===== src/rtl/mips_pkg.sv =====
// Shared definitions for the 16-bit simplified MIPS multicycle datapath control.
// Holds the ALU op codes, instruction opcodes, control FSM state encoding and
// the ALU operand-B select encodings.
package mips_pkg;

  // ALU operation codes; R-type opcodes reuse these values directly.
  localparam logic [3:0] AluAnd  = 4'b0000;
  localparam logic [3:0] AluOr   = 4'b0001;
  localparam logic [3:0] AluAdd  = 4'b0010;
  localparam logic [3:0] AluSub  = 4'b0110;
  localparam logic [3:0] AluSlt  = 4'b0111;
  localparam logic [3:0] AluNor  = 4'b1100;
  localparam logic [3:0] AluNand = 4'b1101;

  // Non-R-type opcodes.
  localparam logic [3:0] OpAddi = 4'b0100;
  localparam logic [3:0] OpLw   = 4'b1000;
  localparam logic [3:0] OpSw   = 4'b1001;
  localparam logic [3:0] OpBeq  = 4'b1010;
  localparam logic [3:0] OpBne  = 4'b1011;

  // ALU operand-B selects.
  localparam logic [1:0] SrcBReg = 2'b00;
  localparam logic [1:0] SrcBOne = 2'b01;
  localparam logic [1:0] SrcBImm = 2'b10;

  typedef enum logic [3:0] {
    StReset,
    StFetch,
    StDecode,
    StExecR,
    StExecI,
    StMemAddr,
    StMemRead,
    StMemWrite,
    StWbMem,
    StWbAlu,
    StBranch
  } state_e;

endpackage


===== src/rtl/mips_alu_op_decode.sv =====
// Combinational opcode decoder shared by the control FSM and the ALU control path.
// Ports:
//   opcode   - instruction opcode IR[15:12]
//   is_rtype - opcode is an R-type (opcode doubles as the ALU op)
//   is_legal - opcode is defined
//   alu_op   - ALU op implied by the opcode (ADD for ADDI/LW/SW and undefined, SUB for branches)
module mips_alu_op_decode
  import mips_pkg::*;
(
  input  logic [3:0] opcode,
  output logic       is_rtype,
  output logic       is_legal,
  output logic [3:0] alu_op
);

  always_comb begin
    is_rtype = 1'b0;
    is_legal = 1'b1;
    alu_op   = AluAdd;
    unique case (opcode)
      AluAnd, AluOr, AluAdd, AluSub, AluSlt, AluNor, AluNand: begin
        is_rtype = 1'b1;
        alu_op   = opcode;
      end
      OpAddi, OpLw, OpSw: alu_op = AluAdd;
      OpBeq, OpBne:       alu_op = AluSub;
      default:            is_legal = 1'b0;
    endcase
  end

endmodule


===== src/rtl/mips_multicycle_ctrl.sv =====
// Multicycle control FSM for the 16-bit simplified MIPS datapath.
// Sequences fetch, decode, execute, memory access, writeback and PC update, drives
// the ALU op and operand selects, and aborts memory waits after TIMEOUT cycles.
// Ports:
//   clk, rst            - clock, synchronous active-high reset
//   opcode              - IR[15:12], valid from DECODE onward
//   zero                - ALU zero flag
//   mem_ready           - memory accepts/returns this cycle
//   alu_op, alu_src_a, alu_src_b - ALU control
//   iord, mem_read, mem_write    - memory port control
//   ir_write, pc_write, pc_src   - IR/PC update control
//   reg_write, reg_dst, mem_to_reg - register file writeback control
//   instr_done, illegal_op, bus_error - one-cycle status pulses
module mips_multicycle_ctrl
  import mips_pkg::*;
#(
  parameter int unsigned TIMEOUT = 15,
  parameter int unsigned TW      = 4
) (
  input  logic       clk,
  input  logic       rst,
  input  logic [3:0] opcode,
  input  logic       zero,
  input  logic       mem_ready,
  output logic [3:0] alu_op,
  output logic       alu_src_a,
  output logic [1:0] alu_src_b,
  output logic       iord,
  output logic       mem_read,
  output logic       mem_write,
  output logic       ir_write,
  output logic       pc_write,
  output logic       pc_src,
  output logic       reg_write,
  output logic       reg_dst,
  output logic       mem_to_reg,
  output logic       instr_done,
  output logic       illegal_op,
  output logic       bus_error
);

  state_e        state_q, state_d;
  logic [TW-1:0] wait_q, wait_d;
  logic          rd_sel_q, rd_sel_d;  // 1 = rd (R-type), 0 = rt (ADDI)

  logic       dec_is_rtype;
  logic       dec_is_legal;
  logic [3:0] dec_alu_op;
  logic       wait_full;
  logic       in_wait_state;

  mips_alu_op_decode u_decode (
    .opcode   (opcode),
    .is_rtype (dec_is_rtype),
    .is_legal (dec_is_legal),
    .alu_op   (dec_alu_op)
  );

  assign wait_full     = (wait_q == TW'(TIMEOUT));
  assign in_wait_state = (state_q == StFetch) || (state_q == StMemRead) ||
                         (state_q == StMemWrite);

  // Counter only advances while lingering in a wait state; any exit or
  // re-entry (including timeout back to FETCH) starts it from zero.
  always_comb begin
    wait_d = '0;
    if (in_wait_state && !mem_ready && !wait_full) begin
      wait_d = wait_q + TW'(1);
    end
  end

  always_comb begin
    state_d    = state_q;
    rd_sel_d   = rd_sel_q;
    alu_op     = AluAnd;
    alu_src_a  = 1'b0;
    alu_src_b  = SrcBReg;
    iord       = 1'b0;
    mem_read   = 1'b0;
    mem_write  = 1'b0;
    ir_write   = 1'b0;
    pc_write   = 1'b0;
    pc_src     = 1'b0;
    reg_write  = 1'b0;
    reg_dst    = 1'b0;
    mem_to_reg = 1'b0;
    instr_done = 1'b0;
    illegal_op = 1'b0;
    bus_error  = 1'b0;

    // Outputs are forced low for the whole time rst is high, even before the
    // first clock edge has loaded StReset.
    if (!rst) begin
      unique case (state_q)
        StReset: state_d = StFetch;

        StFetch: begin
          mem_read  = 1'b1;
          alu_src_b = SrcBOne;
          alu_op    = AluAdd;
          ir_write  = mem_ready;
          pc_write  = mem_ready;
          if (mem_ready) begin
            state_d = StDecode;
          end else if (wait_full) begin
            bus_error = 1'b1;
            state_d   = StFetch;
          end
        end

        StDecode: begin
          // Branch target precomputed into ALUOut.
          alu_src_b = SrcBImm;
          alu_op    = AluAdd;
          if (!dec_is_legal) begin
            illegal_op = 1'b1;
            instr_done = 1'b1;
            state_d    = StFetch;
          end else if (dec_is_rtype) begin
            state_d = StExecR;
          end else if (opcode == OpAddi) begin
            state_d = StExecI;
          end else if ((opcode == OpLw) || (opcode == OpSw)) begin
            state_d = StMemAddr;
          end else begin
            state_d = StBranch;
          end
        end

        StExecR: begin
          alu_src_a = 1'b1;
          alu_src_b = SrcBReg;
          alu_op    = dec_alu_op;
          rd_sel_d  = 1'b1;
          state_d   = StWbAlu;
        end

        StExecI: begin
          alu_src_a = 1'b1;
          alu_src_b = SrcBImm;
          alu_op    = AluAdd;
          rd_sel_d  = 1'b0;
          state_d   = StWbAlu;
        end

        StWbAlu: begin
          reg_write  = 1'b1;
          reg_dst    = rd_sel_q;
          instr_done = 1'b1;
          state_d    = StFetch;
        end

        StMemAddr: begin
          alu_src_a = 1'b1;
          alu_src_b = SrcBImm;
          alu_op    = AluAdd;
          state_d   = (opcode == OpSw) ? StMemWrite : StMemRead;
        end

        StMemRead: begin
          iord     = 1'b1;
          mem_read = 1'b1;
          if (mem_ready) begin
            state_d = StWbMem;
          end else if (wait_full) begin
            bus_error = 1'b1;
            state_d   = StFetch;
          end
        end

        StMemWrite: begin
          iord      = 1'b1;
          mem_write = 1'b1;
          if (mem_ready) begin
            instr_done = 1'b1;
            state_d    = StFetch;
          end else if (wait_full) begin
            bus_error = 1'b1;
            state_d   = StFetch;
          end
        end

        StWbMem: begin
          reg_write  = 1'b1;
          mem_to_reg = 1'b1;
          instr_done = 1'b1;
          state_d    = StFetch;
        end

        StBranch: begin
          alu_src_a  = 1'b1;
          alu_src_b  = SrcBReg;
          alu_op     = AluSub;
          pc_src     = 1'b1;
          pc_write   = (opcode == OpBne) ? ~zero : zero;
          instr_done = 1'b1;
          state_d    = StFetch;
        end

        default: state_d = StReset;
      endcase
    end
  end

  always_ff @(posedge clk) begin
    if (rst) begin
      state_q  <= StReset;
      wait_q   <= '0;
      rd_sel_q <= 1'b0;
    end else begin
      state_q  <= state_d;
      wait_q   <= wait_d;
      rd_sel_q <= rd_sel_d;
    end
  end

endmodule


===== config.mk =====
export PLATFORM = sky130hd
export DESIGN_NAME = mips_multicycle_ctrl
export DESIGN_NICKNAME = d
export VERILOG_FILES = /design/src/rtl/mips_pkg.sv /design/src/rtl/mips_alu_op_decode.sv /design/src/rtl/mips_multicycle_ctrl.sv
export SDC_FILE = /design/constraint.sdc
export NUM_CORES = 1
export LEC_CHECK = 0
export ABC_AREA = 1
export CORE_UTILIZATION = 48
export DETAILED_ROUTE_END_ITERATION = 8
export PLACE_DENSITY = 0.84
export SYNTH_ARGS = -nofsm -noshare
export SYNTH_HDL_FRONTEND = slang
export SYNTH_SLANG_ARGS = --single-unit

===== constraint.sdc =====
create_clock -name clk -period 2.2 [get_ports clk]
set_input_delay 0.22 -clock clk [delete_from_list [all_inputs] [get_ports clk]]
set_output_delay 0.22 -clock clk [all_outputs]
set_load 0.02 [all_outputs]

==> impl.org, run 1 <==
** Synthesis
- Summing the areas of all and, or, nand and nor instances in the mapped netlist gives 49.8% of the synthesized area.
- Multiplexer share of the synthesized area :: 0%
- Xor/xnor cell area share of the yosys netlist :: 2.20%
- Share of synthesized registers carrying an async set or reset :: 0%
- Yosys mapped a number of flops with a built-in enable equal to 0.
- Among all flip-flop cells after synthesis, the most frequent one is dfxtp_1.
- Netlist area before placement :: between 700 and 800 µm²
- The biggest area contributor in the post-synthesis netlist is dfxtp_1.
- Sequential cells were found to cover 22.6% of the synthesized design area.
- Of the total synthesized cell area, the portion taken by full adders, half adders and majority gates is 1.57%.
- The cell count after synthesis came out at about 140.
- Synthesized area per cell :: 5.73 µm²
- Counting flops and latches in the post-synthesis netlist gives 9.
- For this run, the number of Yosys warnings is 0.
- After synthesis, the largest family of logic cells by area is simple AND/OR/NAND/NOR gates.
- Fraction of the mapped netlist area in compound gates :: 13.5%
- The synthesized netlist contains 27 unique library cells.
- The number of nets in the synthesized netlist is 148.
- The synthesized design devotes to its leading area cell type between 20% and 30% of total area.
- In the post-synthesis netlist, the biggest area contributors are dfxtp_1, nand2_1, nand3_1.

** Clock network
- Clock-pin slew was measured on the worst setup and hold paths at ~60 ps.
- Clock tree synthesis found a total of 9 sinks.
- Buffers inserted to repair hold after CTS numbered 0.
- CTS built an H-tree with a depth of 1.
- The clock passes through at most 2 buffers.
- TritonCTS clock tree :: done
- The cell sitting at the root of the clock tree is a clkbuf_4.
- Number of CTS-inserted buffers :: 3
- Skew-Pair Late Insertion Delay :: 270 ps

** Setup path
- The worst setup path is launched from a register.
- Counting stages on the worst path, the most repeated cell is inv_1.
- The slowest stage of the critical path is the clkdlybuf4s50_1 cell.
- Critical path, cell by cell :: inv_1 > nor2_2 > nand3_1 > inv_1 > clkdlybuf4s50_1
- Max incr delay on CP :: 600 ps
- The critical path is of the register to output pin type.
- Highest fanout seen on the critical path :: 5
- For the worst setup path, the data arrival time is 1890 ps.
- Endpoint class of the critical path :: output pin
- Data required, critical path :: 1980 ps
- The critical path contains buffers and inverters numbering 3 combined.
- Among cell families on the critical path, the largest total delay comes from buffers and inverters.

** Routing
- The detailed router placed 1,044 vias in this run.
- In this run the remaining antenna-violating nets after routing total 0.
- For this run, the detailed router's first-pass iteration total came to 4.
- In the routed design, unresolved DRC markers number 0.
- The detailed router finished its first iteration with 20 violations.
- The routed design has 2.43 mm of wire.
- In the final routed layout, each cell accounts on average for 12.8 µm.
- Via/cell ratio :: 5.52

** Power and ir drop
- In this run the power density over the cells is roughly 410 nW/µm².
- Across the VDD grid, the largest voltage drop is 0.000389 V.
- Leakage :: 0.722 nW
- Overall power consumption after layout is estimated at 0.474 mW.

** Layout
- Filler cell count in the final layout :: roughly 130
- At the end of the flow, the number of nets in the layout was 183.
- Fraction of layout cells with a size suffix above 1 :: 13.9%
- Measured on the finished design, the core utilization comes to approximately three quarters.
- The repair_antennas step left the layout with diodes totalling 0.
- From synthesis to final layout, the design area changed by 46.6%.
- Excluding fillers, the count of instances in the completed layout stands at ~190.
- Final instance area :: 1170 µm²

** Timing
- Setup violations remaining at the end of the flow were counted as 0.
- Adding up every negative setup slack in the final design gives 0 ps.
- The total count of hold-check failures in the final report came to 0.
- Post-route clock period utilization :: 95.7%
- Setup repair after global routing left no endpoint under its margin.
- Maximum operating frequency :: between 400 and 500 MHz
- Headroom to the max-slew limit came out at a little over four fifths.
- The clock arrives with 0.678 ps of skew.
- Counting I/O delays and the setup requirement, the final critical path takes between 2000 and 2500 ps.
- Worst Max-Slew Pin Slew :: roughly 240 ps
- The max-slew violation total from the final report is 0.

** Job
- Max-cap violation count :: 0

** GRT
- The first global-routing pass estimated 3.93 mm of wire.
- The number of global-route vias before repair is 994.
- The initial antenna violation count came to 0.
- Largest net degree at the start of global routing :: 15
- Overall routing resource usage :: 28.5%
- For this run the aggregate overflow at the end of global routing stands at 0.

** Floorplan
- For this configuration, the core starts out at a cell density of 52.3%.
- Width of the die :: roughly 43 µm
- The die is 42.8 µm tall.
- Core area :: 1520 µm²
- The die covers 1830 µm².
- I/O pin total :: 27
- Floorplan row count :: 14

** Placed design
- Port bufs :: 26
- GP Congestion :: between 0.9 and 1
- Including well taps, the total number of placed cells is ~190.
- After legalization and detailed placement, the total HPWL measured around 1.8 mm.
- Summing all placed instances gives a cell area of between 1000 and 1500 µm².

** Hold path
- Hold WC Path Type :: register to register

** Status
- The run finished with clean final reports.
-- layout make-up --
| type | instances | area, µm² | area share, % |
|---|---|---|---|
| well taps | 16 | 20.0 | 1.71 |
| inverters | 21 | 78.8 | 6.75 |
| flip-flops and latches | 9 | 183 | 15.6 |
| multi-input cells | 108 | 539 | 46.1 |
| repair buffers | 31 | 320 | 27.4 |
| clock buffers | 3 | 22.5 | 1.93 |
| clock inverters | 1 | 5.00 | 0.428 |
-- per-layer routing --
layer / global-route usage, % / share of wire (%)
met1: 31.9 / 39
met2: 50.0 / 51
met3: 8.09 / 8.0
met4: 11.3 / 1.6
met5: 0 / 0
-- where the power goes --
part           internal [mW]  switching [mW]
sequential             0.170         0.00958
combinational         0.0633          0.0958
clock                 0.0676          0.0670
total                  0.301           0.172
-- flip-flops by register name, indices dropped and copies added (netlist names) --
signal,count
state_q,4
rd_sel_q,1
wait_q,4
-- final timing paths --
kind         slack (ps)        from  cells after the start         end
max                  90  state_q[3]                      5      pc_src
min                 450   wait_q[0]                      1   wait_q[0]
max reg2reg         870   wait_q[0]                      6  state_q[1]
min reg2reg         450   wait_q[0]                      1   wait_q[0]
-- stage by stage --
stage | hold slack, ps | setup WS (ps)
final | 453 | 94.4
after global routing | 483 | 22.2
after CTS | 454 | 3.72
after detailed placement | 440 | 30.3
after global placement | 435 | 102
after floorplan | 418 | 677
-- what timing repair did --
action | in CTS | in global routing
endpoints found under the setup margin | 6 | 11
resized for setup | 5 | 11
buffers inserted | 0 | 0
-- layout by cell type, fill, tap and decap left out, types with 2 or more instances in the layout --
master / instances
a21oi_1: 6
a31oi_1: 2
buf_4: 5
clkbuf_4: 3
clkdlybuf4s50_1: 14
dfxtp_1: 7
dfxtp_2: 2
dlygate4sd2_1: 2
dlymetal6s2s_1: 10
inv_1: 18
inv_2: 3
nand2_1: 39
nand3_1: 16
nand4_1: 2
nor2_1: 18
nor2_2: 3
nor2_4: 2
nor3_1: 2
o21ai_0: 5
-- cells in the mapped netlist (2+ instances only) --
| library cell | count |
|---|---|
| nor3_1 | 2 |
| a21oi_1 | 6 |
| dfxtp_1 | 9 |
| inv_2 | 3 |
| inv_1 | 18 |
| o21ai_0 | 5 |
| a31oi_1 | 2 |
| nand2_1 | 39 |
| nor2_1 | 20 |
| nor2_4 | 2 |
| nand3_1 | 16 |
| nand4_1 | 2 |
-- cells by family (layout without fill, tap and decap cells) --
logic type      Yosys count  after routing
compound gates           18             18
xor+xnor                  2              2
flops                     9              9
buf+inv                  22             56
simple gates             87             87
fa+ha+maj                 1              1
Note: power is estimated with default switching activity, not from simulation.
==> run 2, diff against run 1 <==
- CORE_UTILIZATION: 48 -> 60
- DONT_BUFFER_PORTS: not set -> 1
- PLACE_DENSITY: 0.84 -> 0.76
==> run 2 against run 1 <==
Non-clock buffer count fell by 29. Critical path type unchanged. Total power down 11%. Clock skew increased by 2.8 ps. Combinational power shrank 28%. Utilization down 3.9 points. First-iteration DRC count grew 65%. Hold slack lost 430 ps. Worst setup slack improved by 170 ps. Sequential share of layout area increased by 5.5 points. Register-to-register slack better by 40 ps. Via count is 12% lower.
==> impl.org, run 2 (synthesized netlist as in run 1, its figures left out) <==
** Status
- The run finished with clean final reports.

** GRT
- Overall overflow remaining after global route :: 0 (unchanged)
- Antenna violations before repair :: 0 (unchanged)
- Global-route wire length before repair :: 2.99 mm (-24%)
- Overall routing resource usage :: 29.0% (+0.53 points)
- Largest net degree at the start of global routing :: 16 (+1)
- The number of global-route vias before repair was 725 (-27%).

** Layout
- Leading cell type in the layout, fill and taps excluded :: nand2_1
- The top cell types in the final layout, fill and taps aside, are nand2_1, nor2_1, inv_1.
- Multi-input combinational cell area :: 534 µm² (-0.93%)
- Total number of nets in the final design :: 154 (-16%)
- The total of fill cells in the finished design is 110 (-13%).
- Flip-flop and latch area :: 180 µm² (-1.4%)
- The number of antenna diodes came to 0 (unchanged).
- The share of final-layout standard cells stronger than drive strength 1 was 11.1% (-2.8 points).
- Synth-to-Final Area Change :: 6.91%
- Biggest regs :: state_q: 4 flops, wait_q: 4 flops, rd_sel_q: 1 flops
- The final instance area came to 852 µm² (-27%).

** Clock network
- The number of setup buffers added after CTS is 0 (unchanged).
- CTS clk-pin slew, worst paths :: 60 ps (about the same)
- The number of hold-repair buffers added at the cts stage is 0 (unchanged).
- Clock root buffer :: clkbuf_4
- Post-cts gate resize count :: 0 (-5)
- Clock Sinks :: 9 (unchanged)
- The clock insertion delay at the later pin of the skew report came to 260 ps (about the same).
- The clock buffer count from CTS is 3 (unchanged).
- Number of levels the H-tree was split into :: 1 (unchanged)
- TritonCTS clock tree :: done
- CTS max path bufs :: 2 (unchanged)

** Power and ir drop
- The areal power density over the cells is 496 nW/µm² (+22%).
- The fraction of power consumed by the clock network was 30.6% (+2.2 points).
- The leakage power is 0.424 nW (-41%).
- The maximum ir drop on the vdd rail is 0.000515 V (+32%).
- The switching part of the total came to 35.0% (-1.4 points).
- Sequential group share of total power :: 42.4% (+4.4 points)
- Internal power of the cells :: 0.275 mW (-8.8%)
- The combinational share of power is 27.1% (-6.5 points).
- The net load switching power was 0.148 mW (-14%).

** Routing
- The per-cell via count in the routed design came to 5.81 (+5.2%).
- Remaining number of nets flagged by the antenna check after routing :: 0 (unchanged)
- Post-route DRC :: 0 (unchanged)
- The mean routed wirelength per cell came to 12.1 µm (-5.6%).
- The number of violations reported at the end of detailed-routing iteration 0 came to 33 (+65%).
- The first-pass iteration count of the detailed router came to 4 (unchanged).
- Number of vias in the routed layout :: 918 (-12%)
- Drt total wl :: 1.92 mm (-21%)

** Timing
- Setup repair after global routing left no endpoint under its margin.
- The setup violation total in the final timing report is 0 (unchanged).
- The final worst clock skew was 3.47 ps (+2.79 ps).
- The headroom to the max-slew limit is 57.7% (-26 points).
- The slew of the pin with the lowest slew margin is 629 ps (+387 ps).
- Max Transition Viols Final :: 0 (unchanged)
- The sum of negative setup slack is 0 ps (unchanged).
- Final period demand of the worst path :: 1930 ps (-174 ps)
- The total count of hold-check failures in the final report came to 0 (unchanged).
- Post-route clock period utilization :: 87.8% (-7.9 points)
- The highest attainable clock frequency is 518 MHz (+9.0%).

** Setup path
- By startpoint and endpoint, the worst setup path is classified as register to output pin.
- Worst Path Arrival :: 1710 ps (-180 ps)
- The maximum fanout along the worst path came to 4 (-1).
- Worst setup SP type :: register
- STA classifies the critical path endpoint as an output pin.
- The slack of the worst reg-to-reg path came to 910 ps (+40 ps).
- Data required, critical path :: 1980 ps (about the same)

** Job
- The reported max-cap violation count was 0 (unchanged).

** Floorplan
- Floorplan row count :: 12 (-2)
- Height of the chip :: 38.4 µm (-10%)
- The die outline area came to 1480 µm² (-19%).
- Core area :: 1170 µm² (-23%)
- The initial core utilization was 68.1% (+16 points).
- The die outline width was 38.4 µm (-10%).
- I/O pin total :: 27 (unchanged)

** Placed design
- Post-detailed-placement half-perimeter wirelength :: 1.54 mm (-17%)
- The placed instance area came to 826 µm² (-26%).
- The routability congestion estimate from global placement is 0.888 (-9.3%).
- Port bufs :: 0 (-100%)

** Hold path
- Hold WC Path Type :: primary input to register
run 2: worst paths after layout:
path	endpoint	depth (start not counted)	from
min reg2reg	wait_q[0]	1	wait_q[0]
max	pc_write	4	state_q[2]
max reg2reg	state_q[0]	8	state_q[2]
min	state_q[2]	1	rst
run 2: power by group through the flow:
| stage | sequential (mW) | clock, mW | combinational (mW) |
|---|---|---|---|
| 6_report | 0.179 | 0.129 | 0.114 |
| 5_1_grt | 0.180 | 0.142 | 0.129 |
| 4_1_cts | 0.179 | 0.132 | 0.114 |
| 3_5_place_dp | 0.182 | 0 | 0.113 |
| 3_3_place_gp | 0.182 | 0 | 0.113 |
| 2_1_floorplan | 0.181 | 0 | 0.0960 |
run 2: routing by layer:
layer	routed length [µm]	share of wire, %	GRT usage, %
met2	898	47	50.0
met4	19	0.99	7.76
met3	142	7.4	5.81
met5	0	0	0
met1	855	45	36.6
run 2: through the flow:
| step | cells | power, mW | hold slack, ps | worst slack (ps) | util [%] |
|---|---|---|---|---|---|
| 6_report | 158 | 0.422 | 19.8 | 268 | 72.8 |
| 2_1_floorplan | 139 | 0.277 | 418 | 677 | - |
| 3_5_place_dp | 154 | 0.296 | 293 | 561 | 70.5 |
| 4_1_cts | 158 | 0.424 | 19.6 | 271 | 72.8 |
| 3_3_place_gp | 154 | 0.294 | 293 | 603 | 70.5 |
| 5_1_grt | 158 | 0.451 | 8.70 | 142 | 72.8 |
run 2: area by class of cell:
cell class | count | area share (%)
well taps | 14 | 2.06
multi-input cells | 108 | 62.7
repair buffers | 2 | 1.76
inverters | 21 | 9.25
clock buffers | 4 | 3.08
flip-flops and latches | 9 | 21.1
run 2: critical path: stages (launching register included):
cell,delay (ps)
dfxtp_1,340
nor2_1,320
nand3_1,160
nor2_1,380
a31o_2,250
